--- src/rtl/card_corner_finder_pkg.sv ---
// Shared definitions for the card corner finder: frame geometry, pixel
// classification constants and the scan state encoding.
package card_corner_finder_pkg;

  localparam int FRAME_WIDTH  = 240;
  localparam int FRAME_HEIGHT = 320;

  localparam int X_W    = 8;
  localparam int Y_W    = 9;
  localparam int ADDR_W = 17;
  localparam int PIX_W  = 16;

  localparam logic [PIX_W-1:0] PIX_BG = 16'h0000;
  localparam logic [PIX_W-1:0] PIX_FG = 16'hFFFF;

  typedef enum logic [2:0] {
    IDLE       = 3'd0,
    SCAN_RIGHT = 3'd1,
    SCAN_LEFT  = 3'd2,
    SCAN_DOWN  = 3'd3,
    SCAN_UP    = 3'd4,
    DONE       = 3'd5
  } scan_state_t;

  // Any non-zero thresholded value counts as card (foreground).
  function automatic logic is_fg(input logic [PIX_W-1:0] pix);
    return (pix != PIX_BG);
  endfunction

endpackage

--- src/rtl/card_corner_finder_if.sv ---
// Bundle of the corner finder's request, frame-buffer and result signals.
// master = the pipeline/frame-buffer side, slave = the corner finder.
interface card_corner_finder_if;
  import card_corner_finder_pkg::*;

  logic              find_corners_flag;
  logic [X_W-1:0]    x_center;
  logic [Y_W-1:0]    y_center;
  logic [PIX_W-1:0]  pixel_data_in;
  logic [ADDR_W-1:0] addr_out;
  logic              data_valid_out;
  logic [X_W-1:0]    right_edge;
  logic [X_W-1:0]    left_edge;
  logic [Y_W-1:0]    top_edge;
  logic [Y_W-1:0]    bot_edge;

  modport master (
    output find_corners_flag, x_center, y_center, pixel_data_in,
    input  addr_out, data_valid_out, right_edge, left_edge, top_edge, bot_edge
  );

  modport slave (
    input  find_corners_flag, x_center, y_center, pixel_data_in,
    output addr_out, data_valid_out, right_edge, left_edge, top_edge, bot_edge
  );
endinterface

--- src/rtl/card_corner_finder.sv ---
// Card corner finder: from the latched centre of mass, probes the frame buffer
// outward right, left, down and up, keeping the last foreground coordinate in
// each direction. Each probe is two cycles (address out, then compare data).
module card_corner_finder
  import card_corner_finder_pkg::*;
#(
  parameter int WIDTH  = FRAME_WIDTH,
  parameter int HEIGHT = FRAME_HEIGHT
) (
  input  logic               clk_in,
  input  logic               rst_in,
  card_corner_finder_if.slave bus
);

  localparam logic [X_W-1:0] X_MAX = X_W'(WIDTH - 1);
  localparam logic [Y_W-1:0] Y_MAX = Y_W'(HEIGHT - 1);

  // Row-major frame address; coordinates are always kept inside the frame.
  function automatic logic [ADDR_W-1:0] pix_addr(input logic [X_W-1:0] x,
                                                 input logic [Y_W-1:0] y);
    return ADDR_W'(y) * ADDR_W'(WIDTH) + ADDR_W'(x);
  endfunction

  scan_state_t       state;
  logic              phase;     // 0: address presented, 1: data ready to compare
  logic [X_W-1:0]    cx, px;
  logic [Y_W-1:0]    cy, py;
  logic [X_W-1:0]    right_c, left_c;
  logic [Y_W-1:0]    top_c, bot_c;
  logic [ADDR_W-1:0] addr;
  logic              valid;
  logic [X_W-1:0]    right_q, left_q;
  logic [Y_W-1:0]    top_q, bot_q;
  logic              fg;
  logic [X_W-1:0]    x_clamp;
  logic [Y_W-1:0]    y_clamp;

  assign fg      = is_fg(bus.pixel_data_in);
  assign x_clamp = (bus.x_center > X_MAX) ? X_MAX : bus.x_center;
  assign y_clamp = (bus.y_center > Y_MAX) ? Y_MAX : bus.y_center;

  assign bus.addr_out       = addr;
  assign bus.data_valid_out = valid;
  assign bus.right_edge     = right_q;
  assign bus.left_edge      = left_q;
  assign bus.top_edge       = top_q;
  assign bus.bot_edge       = bot_q;

  // Scan sequencer: probe stepping, candidate edge tracking and result publication.
  always_ff @(posedge clk_in or negedge rst_in) begin
    if (!rst_in) begin
      state   <= IDLE;
      phase   <= 1'b0;
      cx      <= '0;
      cy      <= '0;
      px      <= '0;
      py      <= '0;
      right_c <= '0;
      left_c  <= '0;
      top_c   <= '0;
      bot_c   <= '0;
      addr    <= '0;
      valid   <= 1'b0;
      right_q <= '0;
      left_q  <= '0;
      top_q   <= '0;
      bot_q   <= '0;
    end else begin
      valid <= 1'b0;
      case (state)
        IDLE: begin
          if (bus.find_corners_flag) begin
            cx      <= x_clamp;
            cy      <= y_clamp;
            px      <= x_clamp;
            py      <= y_clamp;
            right_c <= x_clamp;
            left_c  <= x_clamp;
            top_c   <= y_clamp;
            bot_c   <= y_clamp;
            addr    <= pix_addr(x_clamp, y_clamp);
            phase   <= 1'b0;
            state   <= SCAN_RIGHT;
          end
        end
        SCAN_RIGHT: begin
          phase <= ~phase;
          if (phase) begin
            if (fg) right_c <= px;
            if (fg && (px != X_MAX)) begin
              px   <= px + 8'd1;
              addr <= pix_addr(px + 8'd1, cy);
            end else begin
              px    <= cx;
              addr  <= pix_addr(cx, cy);
              state <= SCAN_LEFT;
            end
          end
        end
        SCAN_LEFT: begin
          phase <= ~phase;
          if (phase) begin
            if (fg) left_c <= px;
            if (fg && (px != 8'd0)) begin
              px   <= px - 8'd1;
              addr <= pix_addr(px - 8'd1, cy);
            end else begin
              py    <= cy;
              addr  <= pix_addr(cx, cy);
              state <= SCAN_DOWN;
            end
          end
        end
        SCAN_DOWN: begin
          phase <= ~phase;
          if (phase) begin
            if (fg) bot_c <= py;
            if (fg && (py != Y_MAX)) begin
              py   <= py + 9'd1;
              addr <= pix_addr(cx, py + 9'd1);
            end else begin
              py    <= cy;
              addr  <= pix_addr(cx, cy);
              state <= SCAN_UP;
            end
          end
        end
        SCAN_UP: begin
          phase <= ~phase;
          if (phase) begin
            if (fg) top_c <= py;
            if (fg && (py != 9'd0)) begin
              py   <= py - 9'd1;
              addr <= pix_addr(cx, py - 9'd1);
            end else begin
              state <= DONE;
            end
          end
        end
        DONE: begin
          right_q <= right_c;
          left_q  <= left_c;
          top_q   <= top_c;
          bot_q   <= bot_c;
          valid   <= 1'b1;
          phase   <= 1'b0;
          state   <= IDLE;
        end
        default: begin
          phase <= 1'b0;
          state <= IDLE;
        end
      endcase
    end
  end

endmodule

--- src/flat_wrapper.sv ---
// flat-port wrapper written by rule: the top's interface ports become plain ports
module card_corner_finder_flat import card_corner_finder_pkg::*;
#(
  parameter int WIDTH  = FRAME_WIDTH,
  parameter int HEIGHT = FRAME_HEIGHT
)
  (clk_in, rst_in, bus_find_corners_flag, bus_x_center, bus_y_center, bus_pixel_data_in, bus_addr_out, bus_data_valid_out, bus_right_edge, bus_left_edge, bus_top_edge, bus_bot_edge);
  card_corner_finder_if bus_i ();
  input  logic clk_in;
  input  logic rst_in;
  input wire logic [$bits(bus_i.find_corners_flag)-1:0] bus_find_corners_flag;
  input wire logic [$bits(bus_i.x_center)-1:0] bus_x_center;
  input wire logic [$bits(bus_i.y_center)-1:0] bus_y_center;
  input wire logic [$bits(bus_i.pixel_data_in)-1:0] bus_pixel_data_in;
  output wire logic [$bits(bus_i.addr_out)-1:0] bus_addr_out;
  output wire logic [$bits(bus_i.data_valid_out)-1:0] bus_data_valid_out;
  output wire logic [$bits(bus_i.right_edge)-1:0] bus_right_edge;
  output wire logic [$bits(bus_i.left_edge)-1:0] bus_left_edge;
  output wire logic [$bits(bus_i.top_edge)-1:0] bus_top_edge;
  output wire logic [$bits(bus_i.bot_edge)-1:0] bus_bot_edge;
  assign bus_i.find_corners_flag = bus_find_corners_flag;
  assign bus_i.x_center = bus_x_center;
  assign bus_i.y_center = bus_y_center;
  assign bus_i.pixel_data_in = bus_pixel_data_in;
  assign bus_addr_out = bus_i.addr_out;
  assign bus_data_valid_out = bus_i.data_valid_out;
  assign bus_right_edge = bus_i.right_edge;
  assign bus_left_edge = bus_i.left_edge;
  assign bus_top_edge = bus_i.top_edge;
  assign bus_bot_edge = bus_i.bot_edge;
  card_corner_finder #(.WIDTH(WIDTH), .HEIGHT(HEIGHT)) u_core (.clk_in(clk_in), .rst_in(rst_in), .bus(bus_i));
endmodule
--- config.mk ---
export PLATFORM = sky130hd
export DESIGN_NAME = card_corner_finder_flat
export DESIGN_NICKNAME = d
export VERILOG_FILES = /design/src/rtl/card_corner_finder_pkg.sv /design/src/rtl/card_corner_finder_if.sv /design/src/rtl/card_corner_finder.sv /design/src/flat_wrapper.sv
export SDC_FILE = /design/constraint.sdc
export NUM_CORES = 1
export LEC_CHECK = 0
export CORE_MARGIN = 2
export CORE_UTILIZATION = 45
export CTS_CLUSTER_DIAMETER = 80
export DETAILED_ROUTE_END_ITERATION = 8
export PLACE_DENSITY_LB_ADDON = 0.05
export SLEW_MARGIN = 20
export SYNTH_ARGS = -nofsm -noshare
export SYNTH_HDL_FRONTEND = slang
export SYNTH_SLANG_ARGS = --single-unit
--- constraint.sdc ---
create_clock -name clk_in -period 5.6 [get_ports clk_in]
set_input_delay 1.12 -clock clk_in [delete_from_list [all_inputs] [get_ports clk_in]]
set_output_delay 1.12 -clock clk_in [all_outputs]
set_load 0.005 [all_outputs]
==> impl_metrics.ini, run 1 <==
[setup_path]
path_class = reg -> reg
critical_path_required_ns = 5.89
path_max_fanout = 7
r2r_cells = 17
crit_arrival_ns = 5.53
startpoint_type = flop
end_kind = flop

[cells_and_area]
fill_cells = 2568
final_common_cell = nor2_1
layout_common_cells = nor2_1 (132), nand2_1 (128), dfrtp_1 (124)
area_growth_pct = 17.27
final_util_pct = 53.16
stdcell_area_um2 = 14210
antenna_cells = 0
drive_above_1_share_pct = 11.45
final_nets = 1697

[place]
placed_area_um2 = 13610
gp_congestion = 0.9192
io_buffer_count = 87
dp_hpwl_um = 29660

[floorplan]
core_region_area_um2 = 26730
num_rows = 60
dieArea_um2 = 28250
die_y_um = 168.1
ios = 88
die_x_um = 168.1
initial_utilization_pct = 45.33

[grt]
grt.total_usage_pct = 27.30
grt_max_degree = 87
grt_pass1_vias = 10290
antenna_found_initial = 0
grt_pass1_wl_um = 59250
overflow = 0

[sta]
period_needed_ns = 5.240
grt_setup_unrepaired = false
fin_setup_tns_ns = 0
worst_pin_slew_ns = 0.9817
report.final.slew_viol_count = 0
setup_viol = 0
relSlewSlack_pct = 34.31
finalCritPeriodShare_pct = 93.57
finClkSkew_ns = 0.01020
hold_viol = 0
fmax_ghz = 0.1908

[yosys]
syn-num-nets = 1597
synth_edf_count = 0
ys.flop_type = dfrtp_1
synth_top_family_by_area = compound AO/OA/AOI/OAI gates
synthArstFlopShare_pct = 100.0
ys_types = 86
synthAdderAreaFrac_pct = 18.53
synth_xor_area_share_pct = 8.572
postSynthAreaPerCell_um2 = 8.556
ys_warn_count = 0
synth_seq_area_share_pct = 25.61
synth-simple-area-share_pct = 15.69
synth_compound_area_share_pct = 20.85
netlist_instances = 1416
synthMuxAreaShare_pct = 4.782
synth-seq-cells = 124
netlist_area_um2 = 12120

[clock_network]
root_buffer = clkbuf_16
cts_made_buffers = 17
htree_levels = 4
clock_path_buffers = 2
cts_tree = built
clock_latency_ns = 0.43
cts_hold_buf = 0
path_clk_slew_ns = 0.06
cts.sinks = 124

[worst_hold_path]
hold-path-cell-count = 2
hold_path_class = reg -> reg

[status]
status = finished clean

[detailed_routing]
postRouteAntennaNets = 0
vias = 10798
drtIter0Drc = 789
drtPass1Iterations = 7
drc = 0
drt_wl_total_um = 38470
detail_route.wl_per_cell_um = 20.58
viasPerCell = 5.777

[run]
maxCapViolations = 0
sequential cells by signal, summed over array words and instances (netlist names):
name,cells
u_core.bot_c,9
u_core.bus.addr_out,17
u_core.bus.bot_edge,9
u_core.bus.data_valid_out,1
u_core.bus.left_edge,8
u_core.bus.right_edge,8
u_core.bus.top_edge,9
u_core.cx,8
u_core.cy,9
u_core.left_c,8
u_core.phase,1
u_core.px,8
u_core.py,9
u_core.right_c,8
u_core.state,3
u_core.top_c,9
worst paths after layout:
check,from,to,slack [ns]
max in group asynchronous,rst_in,u_core.bus.left_edge[0],3.83
setup reg to reg,u_core.py[0],u_core.bus.addr_out[16],0.36
hold reg to reg,u_core.bus.addr_out[3],u_core.bus.addr_out[3],0.47
setup / recovery,u_core.py[0],u_core.bus.addr_out[16],0.36
hold / removal,u_core.bus.addr_out[3],u_core.bus.addr_out[3],0.47
min in group asynchronous,rst_in,u_core.bus.addr_out[8],0.72
cell families (layout without fill, tap and decap cells):
family | after synthesis | in the layout
AND/OR/NAND/NOR | 398 | 398
AO/OA/AOI/OAI | 388 | 388
buffers and inverters | 185 | 297
adder cells (fa/ha/maj) | 152 | 152
flip-flops | 124 | 124
XOR/XNOR | 117 | 117
multiplexers | 52 | 52
repair_timing:
item / CTS / global route
setup endpoints to repair: 0 / 2
buffers inserted: 0 / 0
resized for setup: 0 / 2
worst max-delay path, cell delays in order, from the launching register on:
cell,delay [ns]
dfrtp_1,0.55
inv_1,0.22
ha_1,0.52
xor2_2,0.26
inv_1,0.14
xnor2_1,0.15
ha_1,0.34
xnor2_1,0.22
ha_1,0.28
a21oi_1,0.22
o221ai_1,0.20
o41ai_2,0.40
or4b_1,0.48
o211a_1,0.18
nand3b_1,0.18
xnor2_1,0.18
a221oi_2,0.45
a221oi_2,0.13
cell usage after synthesis, drive strengths merged, types with 26 or more instances:
| master | n | area share [%] |
|---|---|---|
| xor2 | 42 | 3.0 |
| xnor2 | 74 | 5.3 |
| a21oi | 111 | 4.6 |
| dfrtp | 124 | 26 |
| a21o | 27 | 1.7 |
| inv | 117 | 3.6 |
| nand2 | 128 | 4.0 |
| fa | 48 | 7.9 |
| ha | 97 | 10 |
| mux2 | 47 | 4.4 |
| buf | 26 | 1.0 |
| clkbuf | 42 | 1.3 |
| o21ai | 97 | 4.0 |
| nor2 | 134 | 4.2 |
area by class of cell:
type / count / area [µm²] / area share, %
repair buffers: 149 / 1338 / 9.414
flip-flops and latches: 124 / 3103 / 21.84
clock inverters: 14 / 162.7 / 1.145
inverters: 117 / 439.2 / 3.091
well taps: 341 / 426.7 / 3.003
multi-input cells: 1107 / 8313 / 58.51
clock buffers: 17 / 425.4 / 2.994
layer usage:
metal | vias to the layer above | track usage (%) | part of all wire [%]
met1 | 5222 | 36.70 | 43
met4 | 0 | 10.23 | 3.5
met3 | 65 | 4.960 | 6.9
met2 | 358 | 44.11 | 46
li1 | 5153 | - | -
met5 | - | 0 | 0
through the flow:
stage,std cells,setup slack [ns],hold slack [ns]
floorplan,1416,0.4181,0.4460
global placement,1838,0.04819,0.4552
detailed placement,1838,-0.01900,0.4594
CTS,1869,0.2904,0.4734
global route,1869,0.01256,0.5058
finish,1869,0.3598,0.4683
Power of run 1 is not shown: default switching activity piles up to over one toggle a cycle in this logic, so the estimate is an artifact.
==> inputs of run 2 (changes only) <==
Settings changed: CORE_UTILIZATION 45 to 40.
==> impl_metrics.ini, run 2 (synthesis results as in run 1) <==
[grt]
grt_pass1_wl_um = 60640
grt_pass1_vias = 10238
overflow = 0
grt_max_degree = 89
antenna_found_initial = 0
grt.total_usage_pct = 25.24

[worst_hold_path]
hold-path-cell-count = 2
hold_end = u_core.right_c[0]
hold_path_class = reg -> reg
hold_start = u_core.right_c[0]

[place]
io_buffer_count = 87
gp_congestion = 0.9113
dp_hpwl_um = 30630

[sta]
period_needed_ns = 5.250
report.final.slew_viol_count = 0
finClkSkew_ns = 0.01428
fmax_ghz = 0.1905
grt_setup_unrepaired = false
fin_setup_tns_ns = 0
setup_viol = 0
hold_ws_ns = 0.4733
hold_viol = 0
finalCritPeriodShare_pct = 93.75
relSlewSlack_pct = 36.14
worst_pin_slew_ns = 0.9543

[cells_and_area]
area_growth_pct = 18.00
drive_above_1_share_pct = 11.44
layout_common_cells = nor2_1 (132), nand2_1 (128), dfrtp_1 (124)
antenna_cells = 0
fill_cells = 2902
largest_register_ffs = 17
final_common_cell = nor2_1
final_nets = 1698

[detailed_routing]
vias = 10761
drtPass1Iterations = 7
viasPerCell = 5.605
postRouteAntennaNets = 0
drtIter0Drc = 781
detail_route.wl_per_cell_um = 20.40
drt_wl_total_um = 39170
drc = 0

[run]
maxCapViolations = 0

[setup_path]
r2r-end = u_core.bus.addr_out[16]
r2r-start = u_core.py[0]
startpoint_type = flop
end_kind = flop
reg2reg_slack_ns = 0.35
path_class = reg -> reg
r2r_cells = 17
path_max_fanout = 9
crit_arrival_ns = 5.59
critical_path_required_ns = 5.94

[clock_network]
root_buffer = clkbuf_16
htree_levels = 4
cts_hold_buf = 0
cts_resized = 0
cts_tree = built
clock_path_buffers = 2
cts_setup_buffers = 0
cts.sinks = 124
cts_made_buffers = 17
clock_latency_ns = 0.43
path_clk_slew_ns = 0.07

[status]
status = finished clean

[floorplan]
num_rows = 63
core_region_area_um2 = 29720
initial_utilization_pct = 40.77
die_x_um = 178.0
ios = 88
die_y_um = 178.0
dieArea_um2 = 31700
## run 2: cell types whose count changed in the layout (fill, tap and decap cells not counted)
cell,previous run,this run
clkinv_4,5,1
inv_6,4,7
xor2_1,40,42
xor2_2,2,0
buf_4,62,63
bufinv_16,2,3
clkinv_2,1,0
clkinvlp_4,1,2
inv_8,1,2
## run 2: metal layers
layer  wire length [µm]  share of wire [%]  track usage (%)
met1              17850                 46            34.71
met5                  0                  0                0
met3               2162                5.5            3.836
met4                792                2.0            6.045
met2              18370                 47            41.67
## run 2: cell type report
class | instances | area, µm² | share of cell area [%]
Clock buffer | 17 | 425.4 | 2.976
Clock inverter | 15 | 197.7 | 1.383
Multi-Input combinational cell | 1107 | 8298 | 58.04
Sequential cell | 124 | 3103 | 21.70
Timing Repair Buffer | 150 | 1345 | 9.408
Inverter | 117 | 439.2 | 3.072
Tap cell | 390 | 488.0 | 3.413
## run 2: worst max-delay path by stage
stage | from | to | slack (ns)
6_report | u_core.py[0] | u_core.bus.addr_out[16] | 0.35
4_1_cts | u_core.py[0] | u_core.bus.addr_out[16] | 0.40
2_1_floorplan | bus_y_center[8] | u_core.bus.addr_out[15] | 0.42
5_1_grt | u_core.py[1] | u_core.bus.addr_out[16] | 0.05
3_5_place_dp | bus_y_center[8] | u_core.bus.addr_out[15] | -0.02
3_3_place_gp | bus_y_center[8] | u_core.bus.addr_out[15] | 0.06
## run 2: critical path: stages (launching register included)
cell and delay, ns:
dfrtp_1 0.57, inv_1 0.21, ha_1 0.49, xor2_1 0.31, inv_1 0.16, xnor2_1 0.16
ha_1 0.32, xnor2_1 0.22, ha_1 0.28, a21oi_1 0.21, o221ai_1 0.22, o41ai_2 0.38
or4b_1 0.47, o211a_1 0.18, nand3b_1 0.19, xnor2_1 0.35, a221oi_2 0.16, a221oi_2 0.29
## run 2: stage by stage
step / setup slack (ns) / cells / instance area, µm² / util [%]
floorplan: 0.4181 / 1416 / 12120 / -
CTS: 0.3954 / 1920 / 14290 / 48.09
detailed placement: -0.02072 / 1888 / 13670 / 45.99
global placement: 0.05703 / 1888 / 13670 / 45.99
global route: 0.04716 / 1920 / 14300 / 48.11
finish: 0.3502 / 1920 / 14300 / 48.11
Power of run 2 is left out for the same reason.
==> inputs of run 3 (changes only) <==
Clock period 5.6 ns to 5.4 ns, I/O delays scaled along.
==> impl_metrics.ini, run 3 (synthesis results as in run 1) <==
[status]
status = finished clean

[floorplan]
dieArea_um2 = 31700
core_region_area_um2 = 29720
initial_utilization_pct = 40.77
die_x_um = 178.0
num_rows = 63
die_y_um = 178.0
ios = 88

[cells_and_area]
final_util_pct = 48.90
largest_register_ffs = 17
layout_common_cells = nor2_1 (131), nand2_1 (128), dfrtp_1 (123)
stdcell_area_um2 = 14530
area_growth_pct = 19.94
final_common_cell = nor2_1
drive_above_1_share_pct = 13.17
final_nets = 1724
fill_cells = 2931

[clock_network]
cts_resized = 0
cts_hold_buf = 0
clock_path_buffers = 2
cts_setup_buffers = 0
cts_made_buffers = 17
cts_tree = built
root_buffer = clkbuf_16
path_clk_slew_ns = 0.06
clock_latency_ns = 0.44
cts.sinks = 124
htree_levels = 4

[run]
maxCapViolations = 0

[detailed_routing]
viasPerCell = 5.574
drtPass1Iterations = 5
detail_route.wl_per_cell_um = 20.44
postRouteAntennaNets = 0
vias = 10858
drt_wl_total_um = 39820
drc = 0
drtIter0Drc = 758

[setup_path]
crit_buf_inv = 3
path_max_fanout = 6
critical_path_required_ns = 5.70
r2r-end = u_core.bus.addr_out[16]
crit_arrival_ns = 5.41
path_class = reg -> reg
crit_end = u_core.bus.addr_out[16]
reg2reg_slack_ns = 0.29
crit_path_cell_trace = inv_1 > ha_1 > inv_1 > ha_1 > xnor2_1 > fa_1 > inv_1 > ha_1 > a21o_1 > a41oi_2 > xor2_1 > nor3_2 > o2111ai_2 > nor4_2 > a211oi_1 > o21ai_1 > a221oi_2
critPathLaunch = u_core.py[1]
crit_cells = 17
cp_top_family = adder cells
end_kind = flop
r2r-start = u_core.py[1]
r2r_cells = 17
crit_path_max_incr_delay_ns = 0.55
slowest_stage = dfrtp_1
startpoint_type = flop

[worst_hold_path]
hold_path_class = reg -> reg
hold-path-cell-count = 2
hold_start = u_core.right_c[5]

[place]
dp_hpwl_um = 31230
gp_congestion = 0.9108
io_buffer_count = 87
placed_area_um2 = 13860
dp_slack_ns = -0.1542

[sta]
report.final.slew_viol_count = 0
finalCritPeriodShare_pct = 94.62
hold_viol = 0
fin_setup_tns_ns = 0
relSlewSlack_pct = 35.43
period_needed_ns = 5.110
finClkSkew_ns = 0.01495
setup_viol = 0
setup_slack_ns = 0.2903
fmax_ghz = 0.1957
grt_setup_unrepaired = false
worst_pin_slew_ns = 0.9649

[grt]
overflow = 0
grt_max_degree = 48
antenna_found_initial = 1
grt_pass1_vias = 10660
grt.total_usage_pct = 25.97
grt_pass1_wl_um = 61880
run 3: worst min path at each step:
stage | endpoint | slack, ns
2_1_floorplan | u_core.bot_c[0] | 0.45
6_report | u_core.right_c[5] | 0.48
4_1_cts | u_core.right_c[5] | 0.49
5_1_grt | u_core.bus.addr_out[3] | 0.50
3_3_place_gp | u_core.bus.addr_out[3] | 0.46
3_5_place_dp | u_core.bus.addr_out[3] | 0.46
run 3: area by class of cell:
type	instances	area [µm²]	area share, %
diodes	2	5.005	0.03444
flip-flops and latches	124	3104	21.36
inverters	117	439.2	3.022
clock buffers	19	452.9	3.117
repair buffers	176	1540	10.60
multi-input cells	1107	8313	57.21
well taps	390	488.0	3.358
clock inverters	13	188.9	1.300
run 3: worst min-delay path, cell delays in order (launching register included):
cell and delay (ns):
dfrtp_1 0.34, nand2_1 0.04, o21ai_0 0.06
run 3: metal layers:
metal  wire, µm  up-vias  share of wire (%)  global-route usage, %
met1      17780     5228                 45                  34.34
met4       1258        0                3.2                  10.11
met5          0        -                  0                      0
met2      18210      364                 46                  41.31
li1           -     5203                  -                      -
met3       2572       63                6.5                  5.754
run 3: stage by stage:
step	instances	hold slack (ns)
floorplan	1416	0.4460
global placement	1914	0.4553
detailed placement	1914	0.4598
CTS	1946	0.4887
global route	1946	0.5041
finish	1948	0.4818
Power of run 3 is left out for the same reason.
